<file path="src/rtl/aes_key_expand_seq.sv">
// ---------------------------------------------------------------------------
// aes_key_expand_seq
//   Sequential AES key-schedule generator for AES-128/192/256, mode chosen
//   per request. One 32-bit schedule word is produced per cycle through a
//   single 4-byte S-box lane. Every fourth word completes a 128-bit round
//   key, which is handed to the consumer over a valid/ready interface.
//
// Ports
//   clk, rst   : clock, asynchronous active-high reset
//   start      : request an expansion (only looked at while idle)
//   key_len    : 00=AES-128, 01=AES-192, 10=AES-256, 11=illegal
//   key_in     : cipher key, word w0 at [31:0], byte0 of a word at [31:24]
//   busy       : expansion in progress
//   cfg_err    : one-cycle pulse when a start carries an unusable key_len
//   rk_valid   : rk_data/rk_idx hold a round key
//   rk_ready   : consumer accepts the presented round key
//   rk_idx     : round number 0..Nr
//   rk_data    : round key, word 4r at [31:0] ... word 4r+3 at [127:96]
//   done       : one-cycle pulse after the last round key is accepted
// ---------------------------------------------------------------------------

// AES S-box for one byte: multiplicative inverse in GF(2^8) followed by the
// affine transform. The inverse is x^254, built from repeated squaring.
module sub_box (
  input  logic [7:0] byte_val,
  output logic [7:0] sub_val
);

  function automatic logic [7:0] gf_mul(input logic [7:0] a, input logic [7:0] b);
    logic [7:0] acc;
    logic [7:0] sh;
    acc = 8'h00;
    sh  = a;
    for (int k = 0; k < 8; k++) begin
      if (b[k]) acc = acc ^ sh;
      sh = {sh[6:0], 1'b0} ^ (sh[7] ? 8'h1b : 8'h00);
    end
    return acc;
  endfunction

  logic [7:0] sq;
  logic [7:0] inv;

  // x^254 = x^2 * x^4 * ... * x^128; zero maps to zero as AES requires
  always_comb begin
    sq  = byte_val;
    inv = 8'h01;
    for (int k = 1; k < 8; k++) begin
      sq  = gf_mul(sq, sq);
      inv = gf_mul(inv, sq);
    end
    sub_val = inv ^ {inv[6:0], inv[7]} ^ {inv[5:0], inv[7:6]} ^
              {inv[4:0], inv[7:5]} ^ {inv[3:0], inv[7:4]} ^ 8'h63;
  end

endmodule

module aes_key_expand_seq #(
  parameter int MAX_KEY_W = 256,
  parameter int IDX_W     = 4
) (
  input  logic                 clk,
  input  logic                 rst,
  input  logic                 start,
  input  logic [1:0]           key_len,
  input  logic [MAX_KEY_W-1:0] key_in,
  output logic                 busy,
  output logic                 cfg_err,
  output logic                 rk_valid,
  input  logic                 rk_ready,
  output logic [IDX_W-1:0]     rk_idx,
  output logic [127:0]         rk_data,
  output logic                 done
);

  localparam logic [1:0] IDLE = 2'd0;
  localparam logic [1:0] RUN  = 2'd1;
  localparam logic [1:0] FIN  = 2'd2;

  localparam logic [9:0] MAX_W10 = 10'(MAX_KEY_W);

  logic [1:0]   state;
  logic [1:0]   len_reg;
  logic [255:0] key_full;
  logic [255:0] key_reg;
  logic [5:0]   word_i;
  logic [2:0]   word_mod;
  logic [7:0]   rcon;
  logic [31:0]  win [0:7];
  logic [31:0]  col [0:2];

  logic [3:0]   nk;
  logic [2:0]   nk_m1;
  logic [5:0]   last_word;
  logic [9:0]   req_bits;
  logic         len_ok;
  logic         accept;
  logic         reject;
  logic         is_key;
  logic         stall;
  logic         advance;
  logic         load;
  logic [31:0]  key_word;
  logic [31:0]  prev_word;
  logic [31:0]  rot_word;
  logic [31:0]  sub_in;
  logic [31:0]  sub_out;
  logic [31:0]  temp_word;
  logic [31:0]  new_word;

  function automatic logic [7:0] xtime(input logic [7:0] v);
    return {v[6:0], 1'b0} ^ (v[7] ? 8'h1b : 8'h00);
  endfunction

  // Widen the key port to 256 bits so word selection is uniform for any MAX_KEY_W
  always_comb begin
    key_full                  = '0;
    key_full[MAX_KEY_W-1:0]   = key_in;
  end

  // Mode-derived constants: Nk = 4/6/8, last word index = 4(Nr+1)-1 = 43/51/59
  always_comb begin
    nk        = 4'd4 + {1'b0, len_reg, 1'b0};
    nk_m1     = 3'd3 + {len_reg, 1'b0};
    last_word = 6'd43 + {1'b0, len_reg, 3'b000};
    req_bits  = 10'd128 + {2'b00, key_len, 6'b000000};
    len_ok    = (key_len != 2'b11) && (req_bits <= MAX_W10);
    // a start landing on the done cycle is deliberately dropped
    accept    = (state == IDLE) && start && !done && len_ok;
    reject    = (state == IDLE) && start && !done && !len_ok;
  end

  // Word generator: the window holds the last Nk words with win[0] = w[i-1],
  // so w[i-Nk] sits at win[Nk-1]. word_mod is i mod Nk without a divider.
  always_comb begin
    is_key    = ({2'b00, word_i} < {4'b0000, nk});
    key_word  = key_reg[{word_i[2:0], 5'b00000} +: 32];
    prev_word = win[0];
    rot_word  = {prev_word[23:0], prev_word[31:24]};
    sub_in    = (word_mod == 3'd0) ? rot_word : prev_word;
    if (word_mod == 3'd0) begin
      temp_word = sub_out ^ {rcon, 24'h000000};
    end else if ((len_reg == 2'b10) && (word_mod == 3'd4)) begin
      temp_word = sub_out;
    end else begin
      temp_word = prev_word;
    end
    new_word = is_key ? key_word : (win[nk_m1] ^ temp_word);
  end

  // Shared S-box lane, one instance per byte
  for (genvar b = 0; b < 4; b++) begin : g_sbox
    sub_box u_sub_box (
      .byte_val (sub_in[8*b +: 8]),
      .sub_val  (sub_out[8*b +: 8])
    );
  end

  // Hold off only when the word about to complete a round key would overwrite
  // an output register the consumer has not taken yet
  always_comb begin
    stall   = (word_i[1:0] == 2'b11) && rk_valid && !rk_ready;
    advance = (state == RUN) && !stall;
    load    = advance && (word_i[1:0] == 2'b11);
  end

  assign busy = (state != IDLE);

  // Control FSM: request acceptance, word counter, Rcon sequence and completion
  always_ff @(posedge clk or posedge rst) begin
    if (rst) begin
      state    <= IDLE;
      len_reg  <= 2'b00;
      key_reg  <= '0;
      word_i   <= '0;
      word_mod <= '0;
      rcon     <= 8'h00;
      done     <= 1'b0;
      cfg_err  <= 1'b0;
    end else begin
      done    <= 1'b0;
      cfg_err <= reject;
      case (state)
        IDLE: begin
          if (accept) begin
            key_reg  <= key_full;
            len_reg  <= key_len;
            word_i   <= '0;
            word_mod <= '0;
            rcon     <= 8'h01;
            state    <= RUN;
          end
        end
        RUN: begin
          if (advance) begin
            word_i   <= word_i + 6'd1;
            word_mod <= (word_mod == nk_m1) ? 3'd0 : word_mod + 3'd1;
            if (!is_key && (word_mod == 3'd0)) rcon <= xtime(rcon);
            if (word_i == last_word) state <= FIN;
          end
        end
        FIN: begin
          if (rk_valid && rk_ready) begin
            state <= IDLE;
            done  <= 1'b1;
          end
        end
        default: state <= IDLE;
      endcase
    end
  end

  // Datapath: word window, round-key collector and output register. A transfer
  // and a new load in the same cycle simply replace the register with no bubble.
  always_ff @(posedge clk or posedge rst) begin
    if (rst) begin
      for (int k = 0; k < 8; k++) win[k] <= '0;
      for (int k = 0; k < 3; k++) col[k] <= '0;
      rk_valid <= 1'b0;
      rk_idx   <= '0;
      rk_data  <= '0;
    end else begin
      if (advance) begin
        win[0] <= new_word;
        for (int k = 1; k < 8; k++) win[k] <= win[k-1];
        case (word_i[1:0])
          2'b00:   col[0] <= new_word;
          2'b01:   col[1] <= new_word;
          2'b10:   col[2] <= new_word;
          default: ;
        endcase
      end
      if (load) begin
        rk_data  <= {new_word, col[2], col[1], col[0]};
        rk_idx   <= IDX_W'(word_i[5:2]);
        rk_valid <= 1'b1;
      end else if (rk_valid && rk_ready) begin
        rk_valid <= 1'b0;
      end
    end
  end

endmodule
</file>
<file path="config.mk">
export PLATFORM = sky130hd
export DESIGN_NAME = aes_key_expand_seq
export DESIGN_NICKNAME = d
export VERILOG_FILES = /design/src/rtl/aes_key_expand_seq.sv
export SDC_FILE = /design/constraint.sdc
export NUM_CORES = 2
export LEC_CHECK = 0
export BUFFER_PORTS_ARGS = -buffer_cell sky130_fd_sc_hd__buf_4
export CAP_MARGIN = 10
export CORE_MARGIN = 2
export CORE_UTILIZATION = 35
export CTS_CLUSTER_DIAMETER = 30
export DETAILED_ROUTE_END_ITERATION = 7
export GPL_TIMING_DRIVEN = 0
export PLACE_DENSITY = 0.59
export SLEW_MARGIN = 20
export SYNTH_ARGS = -nofsm -noshare
export SYNTH_HDL_FRONTEND = slang
export SYNTH_SLANG_ARGS = --single-unit
</file>
<file path="constraint.sdc">
create_clock -name clk -period 24.9 [get_ports clk]
set_input_delay 2.49 -clock clk [delete_from_list [all_inputs] [get_ports clk]]
set_output_delay 2.49 -clock clk [all_outputs]
set_load 0.01 [all_outputs]
</file>
### After elaboration in Yosys (flattened, before gate mapping)

Index checks and enable logic that the tools add are counted.

| storage, ports and cells | value |
|---|---|
| flip-flop bits (word level) | 764 |
| memories kept | 0 |
| memory bits (writable) | 0 |
| input bits | 262 |
| output and inout port bits | 136 |
| latch bits | 0 |
| word-level logic and storage cells | 1697 |
| memory bits (read-only) | 0 |

| operators by class | value |
|---|---|
| reduce and logical (&&, ||, !) cells | 30 |
| order comparisons | 3 |
| bitwise gates (word level) | 780 |
| shifts and indexed selects | 1 |
| eq/ne operators | 15 |
| div/mod/pow operators | 0 |
| $mul | 0 |
| muxes and demuxes | 840 |
| $add $sub $neg | 6 |

Operators with widths:

| kind | count |
|---|---|
| 8-bit XOR | 744 |
| 8-bit two-way mux | 423 |
| 5-bit two-way mux | 369 |
| 256-bit by 9-bit indexed part select with 32-bit output | 1 |
| 32-bit two-way mux | 6 |
| 32-bit binary-select mux with 3-bit select | 1 |
| 32-bit XOR | 2 |
| 6-bit two-way mux | 6 |
| 7-bit two-way mux | 4 |
| 1-bit NOT (first input constant) | 28 |
| 3-bit two-way mux | 7 |
| 2-bit two-way mux | 8 |
| 4-bit two-way mux | 4 |
| 4-bit NOT | 4 |
| 8-bit one-hot mux with 2 select lines | 1 |
| 1-bit logical AND | 12 |
| 6-bit one-hot mux with 2 select lines | 1 |
| 8-bit by 8-bit adder with 9-bit output (first input constant) | 1 |
| 9-bit less-or-equal comparator (second input constant) | 1 |
| 2-bit == test (second input constant) | 4 |
| 1-bit two-way mux | 8 |
| 2-bit != test (second input constant) | 4 |
| 2-bit AND reduction | 4 |
| 4-bit AND reduction | 2 |
| 21 further kinds | 30 |

### Longest topological paths before layout

| depth | value |
|---|---|
| depth after elaboration | 138 |
| mapped depth | 86 |
| depth with buffers taken out | 71 |

### Hierarchy

Synthesis repeated with hierarchy kept, for this count alone.

| unflattened totals | value |
|---|---|
| cell total of the unflattened synthesis | 11069 |
| area total of the unflattened synthesis | 94296.7 um^2 |

Modules (own cells, without submodules):

| module | times used | area each (um^2) | cells each |
|---|---|---|---|
| sub_box | 4 | 15220.8 | 1942 |
| aes_key_expand_seq | 1 | 33413.3 | 3301 |

### Worst setup path before layout

OpenSTA, ideal clock, no wires.

| timing path | value |
|---|---|
| path type | register -> register |
| start point | register word_mod[0] |
| end point | register win, in the netlist prev_word[24] |
| slack | 6.886 ns |
| library setup time | 0.125 ns |
| buffers on the path | 12 |
| arrival time | 17.889 ns |
| cell stages (with the launch flop) | 81 |
| path through | dfrtp_1 > inv_1 > ha_1 > buf_4 > nand2b_1 > buf_6 > mux2i_4 > inv_1 > ha_1 > clkbuf_1 > xnor3_1 > nor2_1 > xor2_1 > inv_1 > clkbuf_1 > clkbuf_1 > ha_1 > clkbuf_1 > [... 45 more ...] > buf_2 > buf_2 > a211o_1 > a21oi_1 > o41ai_1 > o31ai_1 > a211oi_1 > o21ai_1 > xor2_1 > nor2_1 > xnor2_2 > xnor3_2 > xnor3_1 > a221oi_2 > xor2_1 > nor2_1 > a21oi_2 > mux2_2 |

| between the ends | value |
|---|---|
| cells in the longest elaborated chain, start to end | 135 |

Ends and longest elaborated chain:

| item | RTL line | source |
|---|---|---|
| start: declaration | 87 | `logic [2:0] word_mod;` |
| start signal: assignment | 197 | `word_mod <= (word_mod == nk_m1) ? 3'd0 : word_mod + 3'd1;` |
| 3-bit zero test | 140, 141 |  |
| 32-bit two-way mux | 140 | `sub_in = (word_mod == 3'd0) ? rot_word : prev_word;` |
| 5-bit two-way mux (tied with other cells) | 36 | `sh = {sh[6:0], 1'b0} ^ (sh[7] ? 8'h1b : 8'h00);` |
| 8-bit XOR (on tied branches) | 36, 35 |  |
| 8-bit XOR / 8-bit two-way mux (equally long branches) | 35 | `if (b[k]) acc = acc ^ sh;` |
| 8-bit two-way mux / 8-bit XOR (equally long branches) | 35 |  |
| 8-bit XOR / 8-bit two-way mux (equally long branches) | 35 |  |
| 8-bit two-way mux / 8-bit XOR (equally long branches) | 35 |  |
| [... 117 more ...] | n/a |  |
| 8-bit two-way mux | 35 |  |
| 8-bit XOR (3 in a row) | 52 | `sub_val = inv ^ {inv[6:0], inv[7]} ^ {inv[5:0], inv[7:6]} ^` |
| 8-bit XOR | 53 | `{inv[4:0], inv[7:5]} ^ {inv[3:0], inv[7:4]} ^ 8'h63;` |
| 4-bit NOT (no source line) | n/a |  |
| 32-bit two-way mux / 32-bit XOR (equally long branches) | 143, 142 |  |
| 32-bit two-way mux (*) | 141 | `if (word_mod == 3'd0) begin` |
| 32-bit XOR (*) | 148 | `new_word = is_key ? key_word : (win[nk_m1] ^ temp_word);` |
| 32-bit two-way mux (*) | 148 |  |
| end: declaration | 89 | `logic [31:0] win [0:7];` |

Mark *: on every way between the ends. The rest lies on a longest branch, timed or not.
A chain may end at the register's enable or synchronous reset.

### Final worst setup path

| timing path | value |
|---|---|
| start point | register word_mod[0] |
| end point | register col[92] (netlist bit) |

| between the ends | value |
|---|---|
| cells in the longest elaborated chain, start to end | 134 |

Ends and longest elaborated chain:

| item | RTL line | source |
|---|---|---|
| 3-bit zero test | 140, 141 |  |
| 32-bit two-way mux | 140 |  |
| 5-bit two-way mux (tied with other cells) | 36 |  |
| 8-bit XOR (on tied branches) | 36, 35 |  |
| 8-bit XOR / 8-bit two-way mux (equally long branches) | 35 |  |
| 8-bit two-way mux / 8-bit XOR (equally long branches) | 35 |  |
| 8-bit XOR / 8-bit two-way mux (equally long branches) | 35 |  |
| 8-bit two-way mux / 8-bit XOR (equally long branches) | 35 |  |
| [... 116 more ...] | n/a |  |
| 8-bit XOR | 35 |  |
| 8-bit two-way mux | 35 |  |
| 8-bit XOR (3 in a row) | 52 |  |
| 8-bit XOR | 53 |  |
| 32-bit two-way mux / 32-bit XOR (equally long branches) | 143, 142 |  |
| 32-bit two-way mux (*) | 141 |  |
| 32-bit XOR (*) | 148 |  |
| 32-bit two-way mux (*) | 148 |  |
| end: declaration | 90 | `logic [31:0] col [0:2];` |

Marks and branches as above.

==> metrics.txt <==
sequential area share after synthesis 21.0%; grt total ovfl 0; Chip Height 515 µm; relative slew slack 15.3%; CP Max Fanout 10; share of cells above drive strength 1 between 10 and 15%; die extent in x between 500 and 600 µm; Net Count, Synth 11654; Syn Inst Count 11354; Site Rows between 150 and 200; Netlist cell types 145; gpl congestion 0.930; DP Wirelength 235000 µm; crit path kind register to register; Final setup viols 0; Core ar. between 0.2 and 0.3 mm²; sequential cell area 0.0191 mm²; slew at the pin closest to its max-slew limit between 1 and 1.5 ns; Die ar. approximately 0.26 mm²; status completed; min Tclk post-route 23.25 ns; max reg flops between 200 and 300; Via Count 83717; synth top area cells dfrtp_1, xnor2_1, nand2_1; vias in the first global route about 79000; Clock Path Buffers 3; area leader, netlist dfrtp_1; initial core utilization 35.2%; Clock transition at path regs 0.05 ns; TritonCTS Sinks 764; fin. max-slew vios 0; post-synth top area share 21.0%; FMAX 0.0430 GHz; ys async rst share 100%; CP max-delay cell a2111oi_0; first-pass GRT wire length 478000 µm; Critical Path AT 23.93 ns; final wirelength 309000 µm; pre-CTS WS 1.07 ns; min-delay worst type register to register; Worst EP required 25.58 ns; Startpoint Class register; Routed Antenna Nets 0; drt drc 0; Tot GR Track Use 22.5%; mean area per synthesized cell roughly 8 µm²; Yosys reg bits 764; initial antenna violation count 11; Ys Warns 0; setup ws final roughly 1.7 ns; CTS Buf Count 159; max-cap check violation count 0; Slowest Stage Delay on Critical Path ~0.81 ns; Vias/cell 5.42; Post-synth EDFFs 0; Ports between 300 and 400; CP Capture Type register; htree depth 4; Area growth, synth to finish 14.6%; maximum number of pins on one net before global-route repair 105; Final Cycle Share 93.4%; Multi-input gate area 0.0679 mm²; Clock Latency Late Sink 0.76 ns; post-layout net count between 10000 and 15000; Wirelength per Cell between 15 and 20 µm; Worst Skew 0.0568 ns; Post-Syn Area 0.0912 mm²; port bufs 397; # fillers 26365; TritonCTS clock tree yes; Post-CTS Repair Setup Buffers 0; ys flop type dfrtp_1; initial DRC count 8664; DR pass1 iterations 7; Hold Violations, Final 0; Worst path most repeated cell clkbuf_1; root buf cell clkbuf_16
## per-layer routing
layer | vias up | global-route usage, % | wire length, µm
met5 | - | 0 | 46
met4 | 6 | 5.13 | 6610
met3 | 384 | 2.73 | 21200
met2 | 3167 | 36.0 | 140000
met1 | 40597 | 32.3 | 141000
li1 | 39563 | - | -
## stage by stage
stage / util (%) / hold slack, ns / std cells / TNS [ns] / area [µm²]
final: 40.3 / 0.435 / 15460 / 0 / 105000
after global routing: 40.3 / 0.461 / 15458 / -0.0762 / 105000
after detailed placement: 38.1 / 0.447 / 15162 / 0 / 98800
after floorplan: - / 0.438 / 11354 / 0 / 91200
after global placement: 38.0 / 0.447 / 15153 / -6070.37 / 98500
after CTS: 40.2 / 0.438 / 15457 / 0 / 104000
## cell families (layout without fill, tap and decap cells)
family                   after synthesis  count (layout)  synth area share, %
AO/OA/AOI/OAI                       1953            1953                 13.8
XOR/XNOR                            2730            2730                 32.0
adder cells (fa/ha/maj)               38              38                0.521
buffers and inverters                880            1581                 4.79
flip-flops                           764             764                 21.0
multiplexers                         528             528                 7.68
other                                  0               3                    0
AND/OR/NAND/NOR                     4461            4461                 20.2
## layout make-up
cell class / instances / share of cell area [%]
multi-input cells: 9710 / 64.9
flip-flops and latches: 764 / 18.3
clock buffers: 191 / 4.07
well taps: 3402 / 4.07
plain buffers: 768 / 3.78
repair buffers: 406 / 3.07
clock inverters: 104 / 1.35
inverters: 112 / 0.409
diodes: 3 / 0.00718
## critical path, delay by kind of cell, from the launching register on
kind	cells	cell delay [ns]
simple gates	11	2.13
compound gates	22	6.33
mux	5	1.45
buf+inv	16	4.11
xor+xnor	20	7.08
fa+ha+maj	5	1.65
flops	1	0.39
## synth_stat cells, types with 36 or more instances
cell,number
nand2_1,2351
xnor2_1,1825
nor2_1,1292
dfrtp_1,764
a21oi_1,494
clkbuf_1,490
xor2_1,453
o21ai_0,393
mux2i_1,218
nor3_1,213
nand3_1,187
mux2_2,179
xnor3_1,171
xnor2_2,145
o21ai_1,141
o22ai_1,128
buf_2,111
a211oi_1,102
mux4_2,95
o211ai_1,87
inv_1,83
a31oi_1,80
buf_1,58
nand2b_1,58
a22oi_1,56
and2_1,56
nor2b_1,55
xor2_2,45
clkbuf_8,43
and3_1,40
ha_1,38
a221oi_1,36
## cell usage in the layout, fill, tap and decap left out, types with 30 or more instances in the layout
master	n
o21ai_1	139
xnor2_1	1811
clkbuf_1	504
and3_1	40
inv_1	82
mux4_2	95
a221oi_1	35
clkinvlp_4	33
a31oi_1	80
buf_2	112
nor3_1	213
o32ai_1	32
a211oi_1	102
o211ai_1	87
o31ai_1	34
clkbuf_8	59
buf_4	418
nor4_1	30
buf_1	57
nand2_1	2351
dfrtp_1	764
xnor3_1	171
a22oi_1	56
nor2b_1	55
and2_1	56
nand3_1	187
mux2_2	179
a21oi_1	491
xor2_2	46
o21ai_0	393
xnor2_2	159
nor2_1	1292
ha_1	38
mux2i_1	218
clkbuf_16	159
o22ai_1	128
xor2_1	452
nand2b_1	58
## worst paths after layout
kind	from	endpoint	slack, ns	depth (start not counted)
max	word_mod[0]	col[92]	1.65	79
min	win[178]	win[146]	0.43	2
min in group asynchronous	rst	key_reg[140]	1.69	2
max in group asynchronous	rst	win[12]	21.51	5
min reg2reg	win[178]	win[146]	0.43	2
max reg2reg	word_mod[0]	col[92]	1.65	79
## what timing repair did
action / CTS / global route
hold buffers: 0 / 0
endpoints found under the setup margin: 0 / 40
resized for setup: 0 / 6
Power is left out: the tool's default activity adds up to more than one toggle a clock period on the data nets, which glitch-free logic cannot reach.
